## src/rtl/scoreboard.sv

```systemverilog
// scoreboard: 32-entry register-status scoreboard.
// Each entry holds the producing unit and a one-hot row that counts the
// cycles until the result reaches writeback. The entry is pending while
// its row is non-zero. One write port and two combinational read ports.
// Optional feature: define SCOREBOARD_ZERO_REG_EN to hard-wire register 0
// as never pending, like MIPS $zero.
module scoreboard (
   input  logic       clock,
   input  logic       reset,
   input  logic [4:0] ass_addr_a,
   output logic       ass_pending_a,
   output logic [1:0] ass_unit_a,
   output logic [4:0] ass_row_a,
   input  logic [4:0] ass_addr_b,
   output logic       ass_pending_b,
   output logic [1:0] ass_unit_b,
   output logic [4:0] ass_row_b,
   input  logic [1:0] registerunit,
   input  logic [4:0] writeaddr_a,
   input  logic       enablewrite_a
);

   logic [1:0] unit_q [32];
   logic [4:0] row_q  [32];
   logic [4:0] load_row;
   logic       write_ok;

   // Initial row for the unit being issued: bit (latency-1) set.
   always_comb begin
      // NOTE: every always_comb output gets a default first so no path can infer a latch.
      load_row = 5'b00010;
      unique case (registerunit)
         2'd0:    load_row = 5'b00001;  // ALU, latency 1
         2'd1:    load_row = 5'b01000;  // memory, latency 4
         2'd2:    load_row = 5'b10000;  // multiply, latency 5
         default: load_row = 5'b00010;  // branch/misc, latency 2
      endcase
   end

   // Qualify the write strobe; register 0 may be read-only.
   always_comb begin
`ifdef SCOREBOARD_ZERO_REG_EN
      write_ok = enablewrite_a && (writeaddr_a != 5'd0);
`else
      write_ok = enablewrite_a;
`endif
   end

   // Entry update: a write reloads its entry, every other row shifts toward writeback.
   always_ff @(posedge clock or negedge reset) begin
      if (!reset) begin
         // NOTE: the entry array is reset explicitly because pending is derived from row contents.
         for (int i = 0; i < 32; i++) begin
            unit_q[i] <= 2'd0;
            row_q[i]  <= 5'd0;
         end
      end else begin
         // NOTE: non-blocking assignments so every entry updates from pre-edge state.
         for (int i = 0; i < 32; i++) begin
            if (write_ok && (writeaddr_a == 5'(i))) begin
               unit_q[i] <= registerunit;
               row_q[i]  <= load_row;
            end else begin
               row_q[i]  <= row_q[i] >> 1;
            end
         end
      end
   end

   // Read port A: combinational view of the current state, no write bypass.
   always_comb begin
      ass_unit_a = unit_q[ass_addr_a];
      ass_row_a  = row_q[ass_addr_a];
`ifdef SCOREBOARD_ZERO_REG_EN
      if (ass_addr_a == 5'd0) begin
         ass_unit_a = 2'd0;
         ass_row_a  = 5'd0;
      end
`endif
      ass_pending_a = |ass_row_a;
   end

   // Read port B: independent copy of port A.
   always_comb begin
      ass_unit_b = unit_q[ass_addr_b];
      ass_row_b  = row_q[ass_addr_b];
`ifdef SCOREBOARD_ZERO_REG_EN
      if (ass_addr_b == 5'd0) begin
         ass_unit_b = 2'd0;
         ass_row_b  = 5'd0;
      end
`endif
      ass_pending_b = |ass_row_b;
   end

endmodule

```

## config.mk

```make
export PLATFORM = sky130hd
export DESIGN_NAME = scoreboard
export DESIGN_NICKNAME = d
export VERILOG_FILES = /design/src/rtl/scoreboard.sv
export SDC_FILE = /design/constraint.sdc
export NUM_CORES = 1
export LEC_CHECK = 0
export BUFFER_PORTS_ARGS = -buffer_cell sky130_fd_sc_hd__buf_2
export CAP_MARGIN = 20
export CORE_UTILIZATION = 45
export DETAILED_ROUTE_END_ITERATION = 8
export GPL_TIMING_DRIVEN = 0
export HOLD_SLACK_MARGIN = 0.03
export PLACE_DENSITY = 0.65
export SYNTH_ARGS = -nofsm -noshare
export SYNTH_HDL_FRONTEND = slang
export SYNTH_SLANG_ARGS = --single-unit
```

## constraint.sdc

```tcl
create_clock -name clock -period 5.1 [get_ports clock]
set_clock_uncertainty 0.15 [all_clocks]
set_input_delay 0.51 -clock clock [delete_from_list [all_inputs] [get_ports clock]]
set_output_delay 0.51 -clock clock [all_outputs]
set_load 0.02 [all_outputs]
```

==> results of run 1 <==
power groups by stage:
| stage | Clock (mW) | Sequential [mW] | Combinational (mW) |
|---|---|---|---|
| floorplan | 0 | 1.97 | 0.383 |
| finish | 1.69 | 1.97 | 0.546 |
| detailed placement | 0 | 1.99 | 0.547 |
| CTS | 1.71 | 1.96 | 0.548 |
| global placement | 0 | 1.98 | 0.531 |
| global route | 1.78 | 1.98 | 0.585 |
synth_stat cells (all sizes together):
| cell | count |
|---|---|
| mux4 | 125 |
| nor4 | 1 |
| nand4bb | 1 |
| nor3b | 2 |
| nand2 | 151 |
| clkbuf | 31 |
| or4 | 1 |
| mux2i | 15 |
| dfrtp | 224 |
| inv | 3 |
| nand3b | 1 |
| nor3 | 5 |
| buf | 29 |
| nor4b | 2 |
| a22oi | 1 |
| o22ai | 2 |
| and2 | 33 |
| or4b | 1 |
| and3 | 1 |
| or3 | 1 |
| nor2b | 4 |
| o211a | 3 |
| a31oi | 1 |
| nand4b | 2 |
| or2 | 1 |
| nor2 | 46 |
| a32oi | 2 |
| nand2b | 7 |
| o21ai | 96 |
| o31ai | 1 |
| mux2 | 81 |
state kept, by name, summed over array words and instances (netlist names):
signal,flops
row_q,160
unit_q,64
per-stage QoR:
step | total power, mW | setup WS (ns)
2_1_floorplan | 2.35 | 1.57
3_3_place_gp | 2.52 | -0.308
3_5_place_dp | 2.54 | 0.659
4_1_cts | 4.22 | 0.663
5_1_grt | 4.34 | 0.570
6_report | 4.20 | 0.633
logic make-up after synthesis:
kind of cell | count (synthesis)
multiplexers | 221
AND/OR/NAND/NOR | 260
AO/OA/AOI/OAI | 106
flip-flops | 224
buffers and inverters | 63
worst paths after layout:
check                                        from                     end  slack (ns)  cells past startpoint
max reg2reg                unit_q[31]$_DFFE_PN0P_  unit_q[31]$_DFFE_PN0P_        4.15                      1
min reg2reg                   row_q[44]$_DFF_PN0_     row_q[43]$_DFF_PN0_        0.36                      2
max                                 ass_addr_a[1]           ass_unit_a[1]        0.63                      9
min in group asynchronous                   reset     row_q[10]$_DFF_PN0_        0.46                      2
max in group asynchronous                   reset  unit_q[61]$_DFFE_PN0P_        3.28                      3
min                           row_q[44]$_DFF_PN0_     row_q[43]$_DFF_PN0_        0.36                      2
worst max-delay path: cells and delay by family:
family	cells	cell delay (ns)
buffers and inverters	6	2.05
multiplexers	3	1.23
per-layer routing:
layer  GRT usage [%]  vias to the layer above  share of wire (%)  routed length (µm)
met5               0                        -              0.041                  13
met4            9.61                        2                3.9                1250
met3            4.72                       92                7.0                2250
met2            41.7                      336                 48               15300
met1            35.1                     3924                 41               13300
li1                -                     3348                  -                   -
layout make-up:
class	count	area share (%)
multi-input cells	587	43.6
clock inverters	7	0.498
well taps	330	3.22
repair buffers	29	1.42
inverters	3	0.0878
clock buffers	35	5.40
plain buffers	60	2.08
flip-flops and latches	224	43.7
what timing repair did:
action / CTS / global route
setup buffers: 0 / 0
endpoints found under the hold margin: 105 / 0
hold buffers: 1 / 0
==> flow_metrics.tcl, run 1 <==
set metrics [dict create \
    clock_path_buffers 3 \
    multi_input_area_um2 5590 \
    critPathSlowestCell "buf_1" \
    p_sw_share_pct 24.9 \
    cp_cell_sequence "buf_2 -> buf_2 -> buf_2 -> buf_2 -> buf_1 -> mux4_2 -> mux4_2 -> mux2_2 -> buf_2" \
    clk_pin_slew_ns 0.06 \
    intPower_mw 3.15 \
    fin_cells 1275 \
    p_leak_nw 5.54 \
    globalplace.congestion 0.943 \
    fp.dieH_um 162 \
    ys_seq_area_share_pct 48.9 \
    drtAntennaViolNets 0 \
    io_buffers 27 \
    drv_cap 0 \
    core_um2 25100 \
    start_util_pct 45.7 \
    drc 0 \
    clock.fmax_mhz 224 \
    seq_power_share_pct 46.8 \
    register_area_um2 5610 \
    fin_area_um2 12800 \
    num_rows 58 \
    antenna_cells 0 \
    cp_data_required_time_ns 4.44 \
    viasPerCell 6.04 \
    pin_count 36 \
    final_layout_size_suffix_gt1_share_pct 30.7 \
    final_common_cell "dfrtp_1" \
    yosys_warnings 0 \
    pwr-share-comb_pct 13.0 \
    grt_pass1_vias 7985 \
    start_kind "input port" \
    p_per_area_nw_per_um2 327 \
    hold_path.class "reg2reg" \
    ys_ff_latch 224 \
    outcome "finished, final reports clean" \
    cts_tree "yes" \
    dr_total_vias 7702 \
    cpMostUsedCell "buf_2" \
    clock-root-buffer "clkbuf_16" \
    postLayoutCoreUtil_pct 51.1 \
    gr-usage-all-layers_pct 25.8 \
    die_w_um 162 \
    synth_area_leaders "dfrtp_1 49%, mux4_2 25%, mux2_2 7.9%" \
    switching_power_mw 1.05 \
    hpwl_um 23600 \
    routedWlPerCell_um 25.1 \
    drt_iter0_markers 530 \
    syn2layout_area_growth_pct 11.8 \
    synth_top_area_share_pct 48.9 \
    hold_viol 0 \
    clkPwrFrac_pct 40.2 \
    synth.area.mux_share_pct 33.8 \
    cts_sinks 224 \
    netlist_instances 874 \
    grt_pass1_wl_um 49500 \
    peakVddDrop_uv 198 \
    rsz0062_at_grt "no" \
    setup_viol 0 \
    max-slew-margin-rel_pct 37.0 \
    cp_max_fo 10 \
    yosysTopAreaCell "dfrtp_1" \
    n_fill_cell 2191 \
    period_minus_slack_ns 4.47 \
    postCtsResizedCells 0 \
    worstSkewPairLatency_ns 0.53 \
    slowest_delay_ns 0.61 \
    overflow 0 \
    final_max_slew_viol_count 0 \
    cp-end-kind "output port" \
    grt_max_degree 120 \
    final_cell_mix "224 x dfrtp_1, 151 x nand2_1, 125 x mux4_2, 96 x o21ai_0, 81 x mux2_2" \
    place_inst 1232 \
    setup_tns_ns 0 \
    synth_area_per_cell_um2 13.1 \
    post_dp_cell_area_um2 12100 \
    synth.cell_area_um2 11500 \
    synth_xor_area_share_pct 0 \
    syn_nets 894 \
    fin_crit_sh_pct 87.6 \
    finalWirelength_um 32000 \
    yosys.area_share.simple_pct 10.0 \
    worstPathArrival_ns 3.81 \
    h-tree-depth 1 \
    synth_top_family_by_area "multiplexers" \
    synthAdderAreaFrac_pct 0 \
    worstMarginPinSlew_ns 0.945 \
    antenna_found_initial 1 \
    path_class "in2out" \
    synth_cell_type_count 36 \
    synth_compound_area_share_pct 4.90 \
    cts_buffers 25 \
    nNetsFinal 950 \
    design.die.area_um2 26100 \
    firstDrtPassIters 5 \
    holdWs_ns 0.356 \
]
No activity file was read; power rests on OpenSTA's default activity.
==> inputs of run 2 (changes only) <==
--- a/config.mk
+++ b/config.mk
@@ -8,10 +8,11 @@
 export BUFFER_PORTS_ARGS = -buffer_cell sky130_fd_sc_hd__buf_2
 export CAP_MARGIN = 20
 export CORE_UTILIZATION = 45
+export CTS_CLUSTER_SIZE = 24
 export DETAILED_ROUTE_END_ITERATION = 8
 export GPL_TIMING_DRIVEN = 0
 export HOLD_SLACK_MARGIN = 0.03
-export PLACE_DENSITY = 0.65
+export PLACE_DENSITY_LB_ADDON = 0.1
 export SYNTH_ARGS = -nofsm -noshare
 export SYNTH_HDL_FRONTEND = slang
 export SYNTH_SLANG_ARGS = --single-unit
==> run 2 against run 1 <==
First-iteration DRC count fell by 20%. Total power barely moved. Final cell count rose by 0.24%. Combinational power barely moved. Critical path depth did not move. Clock-buffer cell count rose by 6. Largest power group unchanged.
==> flow_metrics.tcl, run 2 (same netlist as run 1, synthesis figures left out) <==
set metrics [dict create \
    outcome "finished, final reports clean" \
    final_cell_mix "224 x dfrtp_1, 151 x nand2_1, 125 x mux4_2, 96 x o21ai_0, 81 x mux2_2" \
    crit_family "buffers and inverters" \
    p_leak_nw 5.56 \
    io_buffers 27 \
    grt_pass1_wl_um 49700 \
    drt_iter0_markers 423 \
    overflow 0 \
    max-slew-margin-rel_pct 36.6 \
    p_per_area_nw_per_um2 326 \
    num_rows 58 \
    fin_area_um2 12900 \
    die_w_um 162 \
    switching_power_mw 1.03 \
    postCtsResizedCells 0 \
    cp-end-kind "output port" \
    antenna_found_initial 1 \
    core_um2 25100 \
    hold_viol 0 \
    worstSkewPairLatency_ns 0.52 \
    setup_viol 0 \
    finalWirelength_um 32700 \
    critPathSlowestCell "mux4_2" \
    critPathLaunch "ass_addr_b[1]" \
    cp.buffers_inverters 6 \
    final_layout_size_suffix_gt1_share_pct 30.6 \
    post_dp_cell_area_um2 12100 \
    peakVddDrop_uv 255 \
    gr-usage-all-layers_pct 26.3 \
    worstPathArrival_ns 3.85 \
    cp_data_required_time_ns 4.44 \
    setup_tns_ns 0 \
    syn2layout_area_growth_pct 12.1 \
    cts_buffers 25 \
    clk_pin_slew_ns 0.06 \
    top_regs "row_q (160), unit_q (64)" \
    grt_pass1_vias 7779 \
    drc 0 \
    design.die.area_um2 26100 \
    cts_hold_buffers 1 \
    rsz0062_at_grt "no" \
    cpMostUsedCell "buf_2" \
    seq_power_share_pct 46.8 \
    cts_tree "yes" \
    clock.fmax_mhz 222 \
    pwr-share-comb_pct 13.0 \
    fin_crit_sh_pct 88.4 \
    clock_path_buffers 3 \
    viasPerCell 5.84 \
    nNetsFinal 951 \
    routedWlPerCell_um 25.6 \
    path_class "in2out" \
    drv_cap 0 \
    cts_sinks 224 \
    globalplace.congestion 0.937 \
    dr_total_vias 7463 \
    period_minus_slack_ns 4.51 \
    final_max_slew_viol_count 0 \
    hpwl_um 24700 \
    start_util_pct 45.7 \
    grt_max_degree 90 \
    pin_count 36 \
    slowest_delay_ns 0.49 \
    hold_path.class "reg2reg" \
    drtAntennaViolNets 0 \
    p_sw_share_pct 24.6 \
    cts_setup_buffers 0 \
    setup_slack_ns 0.589 \
    largest_register "row_q" \
    intPower_mw 3.16 \
    p_total_mw 4.20 \
    h-tree-depth 1 \
    fp.dieH_um 162 \
    largest_reg_flops 160 \
    clock-root-buffer "clkbuf_16" \
    r2r_start "unit_q[30]$_DFFE_PN0P_" \
    final_common_cell "dfrtp_1" \
    firstDrtPassIters 4 \
    clkPwrFrac_pct 40.2 \
    worstMarginPinSlew_ns 0.950 \
    hp-start "row_q[143]$_DFF_PN0_" \
    holdWs_ns 0.350 \
    place_ws_ns 0.550 \
    start_kind "input port" \
    cp_cell_sequence "buf_2 -> buf_2 -> buf_2 -> buf_2 -> buf_2 -> mux4_2 -> mux4_2 -> mux2_2 -> buf_2" \
    cp_max_fo 10 \
]
==> run 2: power by group through the flow <==
| stage | sequential (mW) | clock (mW) | combinational (mW) |
|---|---|---|---|
| 2_1_floorplan | 1.97 | 0 | 0.383 |
| 3_3_place_gp | 1.99 | 0 | 0.537 |
| 3_5_place_dp | 1.99 | 0 | 0.551 |
| 4_1_cts | 1.96 | 1.73 | 0.553 |
| 5_1_grt | 1.98 | 1.79 | 0.587 |
| 6_report | 1.96 | 1.69 | 0.545 |
==> run 2: final cells by class <==
| type | count | area, µm² |
|---|---|---|
| diodes | 1 | 2.50 |
| plain buffers | 60 | 267 |
| clock inverters | 2 | 10.0 |
| clock buffers | 41 | 756 |
| multi-input cells | 587 | 5590 |
| repair buffers | 30 | 210 |
| fillers | 2235 | 12200 |
| inverters | 3 | 11.3 |
| flip-flops and latches | 224 | 5610 |
| well taps | 330 | 413 |
==> run 2: stage by stage <==
step                cells  utilization (%)
global route         1277             51.2
detailed placement   1233             48.1
finish               1278             51.2
floorplan             874                -
global placement     1231             47.9
CTS                  1277             51.2
==> run 2: final timing paths <==
check                           slack (ns)                endpoint  depth (start not counted)
worst max-delay path                  0.59           ass_unit_b[0]                          9
worst min-delay path                  0.35    row_q[142]$_DFF_PN0_                          1
worst max register to register        4.16  unit_q[30]$_DFFE_PN0P_                          1
worst min register to register        0.35    row_q[142]$_DFF_PN0_                          1
max in group asynchronous             3.27  unit_q[46]$_DFFE_PN0P_                          4
min in group asynchronous             0.37     row_q[20]$_DFF_PN0_                          2
==> run 2: per-layer routing <==
| layer | up-vias | part of all wire [%] | routed length (µm) | track usage (%) |
|---|---|---|---|---|
| met5 | - | 0 | 0 | 0 |
| met4 | 0 | 3.9 | 1270 | 10.8 |
| met3 | 84 | 6.1 | 2010 | 3.40 |
| met2 | 316 | 48 | 15600 | 42.7 |
| met1 | 3719 | 42 | 13800 | 36.0 |
| li1 | 3344 | - | - | - |
